$ cat src/rtl/fft_pkg.sv
// Shared definitions for the FFT channel arbiter slice: state encodings,
// default sizes and a counter-width helper.
package fft_pkg;

   localparam int FFT_N    = 16;
   localparam int SAMPLE_W = 16;

   typedef enum logic [1:0] {
      FA_IDLE = 2'b01,
      FA_BUSY = 2'b10
   } fa_state_e;

   // Bits needed to index n items; never less than one bit.
   function automatic int cnt_w(input int n);
      return (n <= 2) ? 1 : $clog2(n);
   endfunction

endpackage

$ cat src/rtl/fft_tag_fifo.sv
// Small 1-bit tag FIFO with a show-ahead head; push and pop may coincide.
module fft_tag_fifo
   import fft_pkg::*;
#(
   parameter int DEPTH = 2
) (
   input  logic                        clk,
   input  logic                        reset,
   input  logic                        push,
   input  logic                        push_tag,
   input  logic                        pop,
   output logic                        head,
   output logic                        full,
   output logic                        empty,
   output logic [cnt_w(DEPTH+1)-1:0]   count
);

   localparam int PW = cnt_w(DEPTH);
   localparam int CW = cnt_w(DEPTH + 1);

   logic [DEPTH-1:0] mem;
   logic [PW-1:0]    wr_ptr;
   logic [PW-1:0]    rd_ptr;
   logic             do_push;
   logic             do_pop;

   function automatic logic [PW-1:0] next_ptr(input logic [PW-1:0] p);
      return (p == PW'(DEPTH - 1)) ? '0 : p + 1'b1;
   endfunction

   assign empty   = (count == '0);
   assign full    = (count == CW'(DEPTH));
   assign head    = mem[rd_ptr];
   // A pop frees a slot in the same cycle, so a push into a full FIFO is legal then.
   assign do_pop  = pop & ~empty;
   assign do_push = push & (~full | do_pop);

   always_ff @(posedge clk) begin
      if (reset) begin
         mem    <= '0;
         wr_ptr <= '0;
         rd_ptr <= '0;
         count  <= '0;
      end else begin
         if (do_push) begin
            mem[wr_ptr] <= push_tag;
            wr_ptr      <= next_ptr(wr_ptr);
         end
         if (do_pop) begin
            rd_ptr <= next_ptr(rd_ptr);
         end
         case ({do_push, do_pop})
            2'b10:   count <= count + 1'b1;
            2'b01:   count <= count - 1'b1;
            default: count <= count;
         endcase
      end
   end

endmodule

$ cat src/rtl/fft_chan_arbiter.sv
// Round-robin frame arbiter sharing one FFT core between two sample streams,
// tagging each core output sample with the channel that owned its frame.
module fft_chan_arbiter
   import fft_pkg::*;
#(
   parameter int FRAME_LEN = FFT_N,
   parameter int TAG_DEPTH = 2,
   parameter int DW        = SAMPLE_W
) (
   input  logic          clk,
   input  logic          reset,
   input  logic          ch0_push,
   input  logic [DW-1:0] ch0_real,
   input  logic [DW-1:0] ch0_imag,
   output logic          ch0_stall,
   input  logic          ch1_push,
   input  logic [DW-1:0] ch1_real,
   input  logic [DW-1:0] ch1_imag,
   output logic          ch1_stall,
   output logic          core_in_push,
   output logic [DW-1:0] core_in_real,
   output logic [DW-1:0] core_in_imag,
   input  logic          core_in_stall,
   input  logic          core_out_push,
   input  logic [DW-1:0] core_out_real,
   input  logic [DW-1:0] core_out_imag,
   output logic          out_push,
   output logic [DW-1:0] out_real,
   output logic [DW-1:0] out_imag,
   output logic          out_chan,
   output logic          err_orphan
);

   localparam int FW = cnt_w(FRAME_LEN);
   localparam int TW = cnt_w(TAG_DEPTH + 1);

   fa_state_e       state_q;
   fa_state_e       state_d;
   logic            grant_ch;
   logic            rr_ptr;
   logic [FW-1:0]   in_cnt;
   logic [FW-1:0]   out_cnt;
   logic [DW-1:0]   held_real;
   logic [DW-1:0]   held_imag;

   logic            sel_push;
   logic [DW-1:0]   sel_real;
   logic [DW-1:0]   sel_imag;
   logic            grant_req;
   logic            grant_sel;
   logic            in_last;
   logic            out_last;

   logic            fifo_head;
   logic            fifo_full;
   logic            fifo_empty;
   logic [TW-1:0]   fifo_count;

   assign sel_push = grant_ch ? ch1_push : ch0_push;
   assign sel_real = grant_ch ? ch1_real : ch0_real;
   assign sel_imag = grant_ch ? ch1_imag : ch0_imag;
   assign in_last  = (in_cnt == FW'(FRAME_LEN - 1));
   assign out_last = (out_cnt == FW'(FRAME_LEN - 1));

   always_ff @(posedge clk) begin
      if (reset) state_q <= FA_IDLE;
      else       state_q <= state_d;
   end

   // Both stalls are forced high while reset is asserted so no sample slips in.
   always_comb begin
      state_d      = state_q;
      ch0_stall    = 1'b1;
      ch1_stall    = 1'b1;
      core_in_push = 1'b0;
      core_in_real = held_real;
      core_in_imag = held_imag;
      grant_req    = 1'b0;
      grant_sel    = 1'b0;
      if (!reset) begin
         case (state_q)
            FA_IDLE: begin
               grant_req = ~fifo_full & (ch0_push | ch1_push);
               grant_sel = (ch0_push & ch1_push) ? rr_ptr : ch1_push;
               if (grant_req) state_d = FA_BUSY;
            end
            FA_BUSY: begin
               if (grant_ch) ch1_stall = core_in_stall;
               else          ch0_stall = core_in_stall;
               core_in_push = sel_push & ~core_in_stall;
               core_in_real = sel_real;
               core_in_imag = sel_imag;
               if (core_in_push && in_last) state_d = FA_IDLE;
            end
            default: state_d = FA_IDLE;
         endcase
      end
   end

   always_ff @(posedge clk) begin
      if (reset) begin
         grant_ch  <= 1'b0;
         rr_ptr    <= 1'b0;
         in_cnt    <= '0;
         held_real <= '0;
         held_imag <= '0;
      end else begin
         if (grant_req) begin
            grant_ch <= grant_sel;
            in_cnt   <= '0;
         end
         if (core_in_push) begin
            held_real <= sel_real;
            held_imag <= sel_imag;
            if (in_last) begin
               in_cnt <= '0;
               rr_ptr <= ~grant_ch;
            end else begin
               in_cnt <= in_cnt + 1'b1;
            end
         end
      end
   end

   // The tag is read before the end-of-frame pop takes effect, so it still labels the last sample.
   always_ff @(posedge clk) begin
      if (reset) begin
         out_push   <= 1'b0;
         out_real   <= '0;
         out_imag   <= '0;
         out_chan   <= 1'b0;
         err_orphan <= 1'b0;
         out_cnt    <= '0;
      end else begin
         out_push <= core_out_push;
         if (core_out_push) begin
            out_real <= core_out_real;
            out_imag <= core_out_imag;
            out_chan <= (fifo_count != '0) & fifo_head;
            if (fifo_empty) err_orphan <= 1'b1;
            out_cnt  <= out_last ? '0 : out_cnt + 1'b1;
         end
      end
   end

   fft_tag_fifo #(
      .DEPTH (TAG_DEPTH)
   ) u_tag_fifo (
      .clk      (clk),
      .reset    (reset),
      .push     (grant_req),
      .push_tag (grant_sel),
      .pop      (core_out_push & out_last),
      .head     (fifo_head),
      .full     (fifo_full),
      .empty    (fifo_empty),
      .count    (fifo_count)
   );

endmodule

$ cat config.mk
export PLATFORM = sky130hd
export DESIGN_NAME = fft_chan_arbiter
export DESIGN_NICKNAME = d
export VERILOG_FILES = /design/src/rtl/fft_pkg.sv /design/src/rtl/fft_tag_fifo.sv /design/src/rtl/fft_chan_arbiter.sv
export SDC_FILE = /design/constraint.sdc
export NUM_CORES = 1
export LEC_CHECK = 0
export CAP_MARGIN = 20
export CORE_ASPECT_RATIO = 1.2
export CORE_MARGIN = 4
export CORE_UTILIZATION = 42
export DETAILED_ROUTE_END_ITERATION = 6
export GPL_TIMING_DRIVEN = 1
export PLACE_DENSITY_LB_ADDON = 0.12
export SLEW_MARGIN = 20
export SYNTH_ARGS = -nofsm -noshare
export SYNTH_HDL_FRONTEND = slang
export SYNTH_SLANG_ARGS = --single-unit
$ cat constraint.sdc
create_clock -name clk -period 2.5 [get_ports clk]
set_input_delay 0.5 -clock clk [delete_from_list [all_inputs] [get_ports clk]]
set_output_delay 0.5 -clock clk [all_outputs]
set_load 0.005 [all_outputs]
# After elaboration in Yosys (flattened, before gate mapping)
# Index checks and enable logic that the tools add are counted.
totals:
  regBits: 85
  output_inout_bits: 70
  input_bits: 102
op_classes:
  add_sub_neg: 6
  n_eq_ne: 9
  n_lt_le_gt_ge: 3
  reduce_logical: 9
  bitwise_logic: 13
  mux: 35
ops:
  columns: ["op", "n"]
  rows:
  - ["$mux W16", 6]
  - ["$mux W1", 19]
  - ["$mux W4", 4]
  - ["$add A4 B1 Y4 const B", 2]
  - ["$eq A4 B4 Y1 const B", 2]
  - ["$pmux W2 S2", 2]
  - ["$and A1 B1 Y1", 7]
  - ["$eq A2 B2 Y1 const B", 3]
  - ["$reduce_and A2 Y1", 3]
  - ["$reduce_bool A2 Y1", 3]
  - ["$eq A2 B1 Y1 const B", 2]
  - ["$lt A1 B2 Y1 const B", 2]
  - ["$mux W2", 2]
  - ["$ne A2 B2 Y1 const B", 2]
  - ["$not A1 Y1", 4]
  - ["$add A1 B1 Y1 const B", 2]
  - ["$add A2 B1 Y2 const B", 1]
  - ["$bwmux W2", 1]
  - ["$logic_and A1 B1 Y1", 2]
  - ["$logic_not A2 Y1", 1]
  - ["$or A1 B1 Y1", 2]
  - ["$sub A2 B1 Y2 const B", 1]
  - ["$demux W1 S1", 1]
  - ["$ge A1 B1 Y1 const B", 1]

# Longest topological paths before layout
depth:
  word_depth: 8
  mapped_depth: 7
  mapped_depth_nobuf: 7

# Cells and area by module
# From an unflattened synthesis, not the netlist that was laid out.
hier_totals:
  cells_unflattened: 432
  area_unflattened_um2: 4031.4
by_module_without_submodules:
  columns: ["module", "area_per_inst_um2", "instances", "cells_per_inst"]
  rows:
  - ["fft_chan_arbiter", 3706.1, 1, 398]
  - ["fft_tag_fifo", 325.3, 1, 34]

# Worst setup path after synthesis
# Ideal clock, no wire load.
synth_timing:
  path_kind: "input-to-output"
  startpoint: "in reset"
  endpoint: "out core_in_imag[0]"
  path_slack_ps: 437
  arrival_time_ps: 1563
  cell_stages: 6
  required_time_ps: 2000
  cell_sequence: "or3b_1 -> clkbuf_1 -> clkbuf_1 -> clkbuf_1 -> nand2_1 -> o21ai_0"
synth_via:
  elab_chain_len: 1
synth_rtl:
  columns: ["item", "line_no", "source"]
  rows:
  - ["start: declaration", "fft_chan_arbiter.sv:11", "input logic reset,"]
  - ["$mux W16", "fft_chan_arbiter.sv:80", "if (!reset) begin"]
  - ["end: declaration", "fft_chan_arbiter.sv:22", "output logic [DW-1:0] core_in_imag,"]
# Every way passes these cells.

# Worst setup path after layout
layout_timing:
  startpoint: "reg state_q[1]"
  endpoint: "out ch1_stall"
layout_via:
  elab_chain_len: 3
layout_rtl:
  columns: ["item", "line_no", "source"]
  rows:
  - ["start: declaration", "fft_chan_arbiter.sv:37", "fa_state_e state_q;"]
  - ["start signal: assignment", "fft_chan_arbiter.sv:67", "else state_q <= state_d;"]
  - ["$eq A2 B2 Y1", "fft_chan_arbiter.sv:81", "case (state_q)"]
  - ["$mux W1", "fft_chan_arbiter.sv:81", null]
  - ["$mux W1", "fft_chan_arbiter.sv:80", null]
  - ["end: declaration", "fft_chan_arbiter.sv:19", "output logic ch1_stall,"]
# Every way passes these cells.

==> metrics.txt <==
# TYPE chip_impl_metric gauge
chip_impl_metric{name="grt_overflow_total",unit=""} 0
chip_impl_info{name="tritoncts",value="yes"} 1
chip_impl_metric{name="power.share.switching",unit="%"} 23.11
chip_impl_metric{name="timing.final.crit_share",unit="%"} 96.98
chip_impl_metric{name="remaining_drc_errors",unit=""} 0
chip_impl_metric{name="synthesis.area",unit="um^2"} 3784
chip_impl_metric{name="worst_skew_pair.late_latency",unit="ps"} 340
chip_impl_metric{name="die-area",unit="um^2"} 10600
chip_impl_metric{name="core_outline_area",unit="um^2"} 8703
chip_impl_metric{name="yosys_warnings",unit=""} 0
chip_impl_metric{name="diodes",unit=""} 0
chip_impl_metric{name="drt_wl_total",unit="mm"} 10.43
chip_impl_metric{name="iteration_0_drc_markers",unit=""} 133
chip_impl_info{name="netlist_top_cells_area",value="sky130_fd_sc_hd__dfxtp_1, sky130_fd_sc_hd__mux2i_1, sky130_fd_sc_hd__nor2_1"} 1
chip_impl_metric{name="hold_violations",unit=""} 0
chip_impl_metric{name="timing.critical_path.required",unit="ps"} 2000
chip_impl_metric{name="hold_buffer_count_at_cts",unit=""} 0
chip_impl_info{name="synthTopCellsByCount",value="sky130_fd_sc_hd__dfxtp_1, sky130_fd_sc_hd__nor2_1, sky130_fd_sc_hd__mux2i_1, sky130_fd_sc_hd__nand2_1, sky130_fd_sc_hd__o21ai_0"} 1
chip_impl_metric{name="power.static_leakage",unit="nW"} 2.350
chip_impl_metric{name="seqPwrFrac",unit="%"} 46.2
chip_impl_metric{name="crit_fanout",unit=""} 33
chip_impl_info{name="cts.root.buffer_cell",value="sky130_fd_sc_hd__clkbuf_8"} 1
chip_impl_metric{name="cts.htree.levels",unit=""} 3
chip_impl_info{name="grt_setup_unrepaired",value="false"} 1
chip_impl_metric{name="power_per_cell_area",unit="nW/um^2"} 534.8
chip_impl_metric{name="pwr-share-clk",unit="%"} 35.5
chip_impl_metric{name="floorplan.io_pins",unit=""} 172
chip_impl_info{name="yosys.cell_count.top_type",value="sky130_fd_sc_hd__dfxtp_1"} 1
chip_impl_metric{name="rows",unit=""} 37
chip_impl_metric{name="die_y",unit="um"} 112.0
chip_impl_metric{name="synth-edff-count",unit=""} 0
chip_impl_metric{name="number_of_vias_in_the_routed_layout",unit=""} 3591
chip_impl_info{name="cp-end-kind",value="primary output"} 1
chip_impl_metric{name="die_w",unit="um"} 94.65
chip_impl_metric{name="worst-slew-pin-transition",unit="ps"} 846.3
chip_impl_info{name="sort_of_element_at_the_start_of_the_critical_path",value="flop"} 1
chip_impl_metric{name="grt_antenna_before_repair",unit=""} 0
chip_impl_metric{name="dp_hpwl",unit="mm"} 7.232
chip_impl_metric{name="combPwrFrac",unit="%"} 18.3
chip_impl_metric{name="initial_utilization",unit="%"} 43.47
chip_impl_metric{name="timing.hold.ws",unit="ps"} 492.1
chip_impl_info{name="top_cell_type_by_total_area_after_synthesis",value="sky130_fd_sc_hd__dfxtp_1"} 1
chip_impl_metric{name="layout.nets",unit=""} 703
chip_impl_metric{name="postSynth.asyncResetShare",unit="%"} 0
chip_impl_metric{name="netlist-cell-type-count",unit=""} 29
chip_impl_info{name="synthFlopType",value="sky130_fd_sc_hd__dfxtp_1"} 1
chip_impl_metric{name="grt_pass1_wl",unit="mm"} 16.26
chip_impl_metric{name="synth.yosys.seq_area_share",unit="%"} 44.97
chip_impl_metric{name="vdd_drop_max",unit="mV"} 0.3852
chip_impl_metric{name="grt_util_all_layers",unit="%"} 18.75
chip_impl_metric{name="fmax",unit="GHz"} 0.4125
chip_impl_metric{name="netlist.area_leader.share",unit="%"} 44.97
chip_impl_metric{name="vias_in_the_first_global_route",unit=""} 3550
chip_impl_metric{name="max_cap_violations",unit=""} 0
chip_impl_metric{name="numPortBuffers",unit=""} 171
chip_impl_info{name="outcome",value="finished clean"} 1
chip_impl_metric{name="final.min_clock_period",unit="ps"} 2424
chip_impl_metric{name="syn-instance-count",unit=""} 431
chip_impl_metric{name="power.net_switching",unit="W"} 0.0007261
chip_impl_metric{name="number_of_failing_setup_endpoints_in_the_final_timing_report",unit=""} 0
chip_impl_metric{name="timing.max_slew.rel_slack",unit="%"} 43.58
chip_impl_metric{name="postCtsSetupBuffers",unit=""} 0
chip_impl_metric{name="yosys_register_bits",unit=""} 85
chip_impl_metric{name="cts_made_buffers",unit=""} 9
chip_impl_metric{name="synthesized_area_per_cell",unit="um^2"} 8.779
chip_impl_metric{name="average_wire_per_standard_cell",unit="um"} 14.51
chip_impl_metric{name="report.final.slew_viol_count",unit=""} 0
chip_impl_metric{name="clk_transition_reported_paths",unit="ps"} 80
chip_impl_metric{name="fin_worst_skew",unit="ps"} 9.732
chip_impl_metric{name="drt_pre_antenna_iters",unit=""} 4
chip_impl_metric{name="post_synth_net_total",unit=""} 536
chip_impl_metric{name="area.growth.synth_to_final",unit="%"} 55.26
chip_impl_metric{name="final_layout_size_suffix_gt1_share",unit="%"} 6.478
chip_impl_info{name="timing.hold.worst.class",value="reg2reg"} 1
chip_impl_metric{name="postRouteAntennaNets",unit=""} 0
chip_impl_metric{name="worstPathArrival",unit="ps"} 1920
chip_impl_metric{name="clock_tree.buffer_depth",unit=""} 2
chip_impl_metric{name="fillerInstances",unit=""} 778
chip_impl_info{name="critical_path_class",value="reg2out"} 1
chip_impl_metric{name="p_int",unit="W"} 0.002415
chip_impl_metric{name="fin_tns_setup",unit="ps"} 0
chip_impl_metric{name="rd_place_congestion",unit=""} 0.7520
chip_impl_metric{name="pin_count_of_the_biggest_net_entering_global_routing",unit=""} 85
chip_impl_metric{name="cts.sink_count",unit=""} 85
chip_impl_metric{name="routed_via_density",unit=""} 4.994
power by group through the flow:
stage | logic (W) | registers (W) | clock network [W]
after global routing | 0.000627 | 0.00146 | 0.00121
after floorplan | 0.000243 | 0.00148 | 0
final | 0.000574 | 0.00145 | 0.00111
after detailed placement | 0.000576 | 0.00148 | 0
after CTS | 0.000575 | 0.00145 | 0.00115
after global placement | 0.000566 | 0.00148 | 0
layer usage:
metal	vias up	GRT usage [%]	part of all wire, %
met3	17	6.351	9.3
met2	116	32.17	49
met4	0	7.603	2.1
li1	1824	-	-
met1	1634	20.95	40
met5	-	0	0
layout make-up:
class                           instances  area [um^2]  area share (%)
Clock buffer                           10        127.6           2.173
Clock inverter                          5        100.1           1.704
Inverter                                2        7.507          0.1278
Multi-Input combinational cell        311         1932           32.89
Sequential cell                        85         1705           29.03
Tap cell                              117        146.4           2.492
Timing Repair Buffer                  189         1856           31.59
state kept, by name (all words and copies together) (netlist names):
signal / cells
u_tag_fifo.wr_ptr: 1
out_imag: 16
held_imag: 16
out_cnt: 4
u_tag_fifo.count: 2
out_push: 1
grant_ch: 1
out_chan: 1
err_orphan: 1
rr_ptr: 1
u_tag_fifo.rd_ptr: 1
u_tag_fifo.mem: 2
state_q: 2
held_real: 16
out_real: 16
in_cnt: 4
worst paths after layout:
path	start	to	slack [ps]	cells after the start
worst max-delay path	state_q[1]	ch1_stall	80	5
worst min-delay path	err_orphan	err_orphan	490	2
worst max register to register	state_q[1]	in_cnt[1]	360	6
worst min register to register	err_orphan	err_orphan	490	2
cells in the final DEF, fill, tap and decap left out, types with 2 or more instances in the layout:
master,n
sky130_fd_sc_hd__nor3_1,3
sky130_fd_sc_hd__inv_1,2
sky130_fd_sc_hd__nor4_1,2
sky130_fd_sc_hd__mux2i_1,69
sky130_fd_sc_hd__bufinv_16,3
sky130_fd_sc_hd__clkbuf_8,9
sky130_fd_sc_hd__dlygate4sd2_1,31
sky130_fd_sc_hd__xor2_1,2
sky130_fd_sc_hd__or3_1,4
sky130_fd_sc_hd__nor2_1,77
sky130_fd_sc_hd__dlymetal6s2s_1,3
sky130_fd_sc_hd__buf_4,15
sky130_fd_sc_hd__o21ai_1,5
sky130_fd_sc_hd__clkinv_2,2
sky130_fd_sc_hd__o21ai_0,34
sky130_fd_sc_hd__buf_2,2
sky130_fd_sc_hd__nand2_1,45
sky130_fd_sc_hd__a211oi_1,33
sky130_fd_sc_hd__nand2b_1,7
sky130_fd_sc_hd__dfxtp_1,84
sky130_fd_sc_hd__ha_1,3
sky130_fd_sc_hd__nor2b_1,5
sky130_fd_sc_hd__xnor2_1,2
sky130_fd_sc_hd__nand3_1,3
sky130_fd_sc_hd__clkdlybuf4s50_1,135
sky130_fd_sc_hd__a21oi_1,8
kinds of logic after synthesis:
family          after synthesis  synth area share, %
fa+ha+maj                     3               0.9922
compound gates               85                13.69
simple gates                149                16.73
xor+xnor                      4               0.9261
buf+inv                      35                4.134
flops                        85                44.97
mux                          70                18.55
metrics by stage:
step	power, W	utilization [%]	worst slack [ps]	cell area [um^2]	std cells
global route	0.003297	67.50	8.490	5874	719
floorplan	0.001720	-	437.2	3784	431
CTS	0.003183	67.05	-52.36	5836	718
global placement	0.002048	64.53	-114.9	5617	702
finish	0.003141	67.50	75.57	5874	719
detailed placement	0.002061	64.53	-120.1	5617	702
critical path: stages (launching register included):
cell                              delay (ps)
sky130_fd_sc_hd__dfxtp_1                 330
sky130_fd_sc_hd__or3b_4                  460
sky130_fd_sc_hd__buf_16                  210
sky130_fd_sc_hd__nor2_1                  100
sky130_fd_sc_hd__nand2_1                  60
sky130_fd_sc_hd__clkdlybuf4s50_1         430
repair_timing:
action	CTS	global route
pin swaps	1	0
gates cloned	1	1
endpoints found under the setup margin	35	3
resized for setup	37	7
No activity file was read; power rests on OpenSTA's default activity.
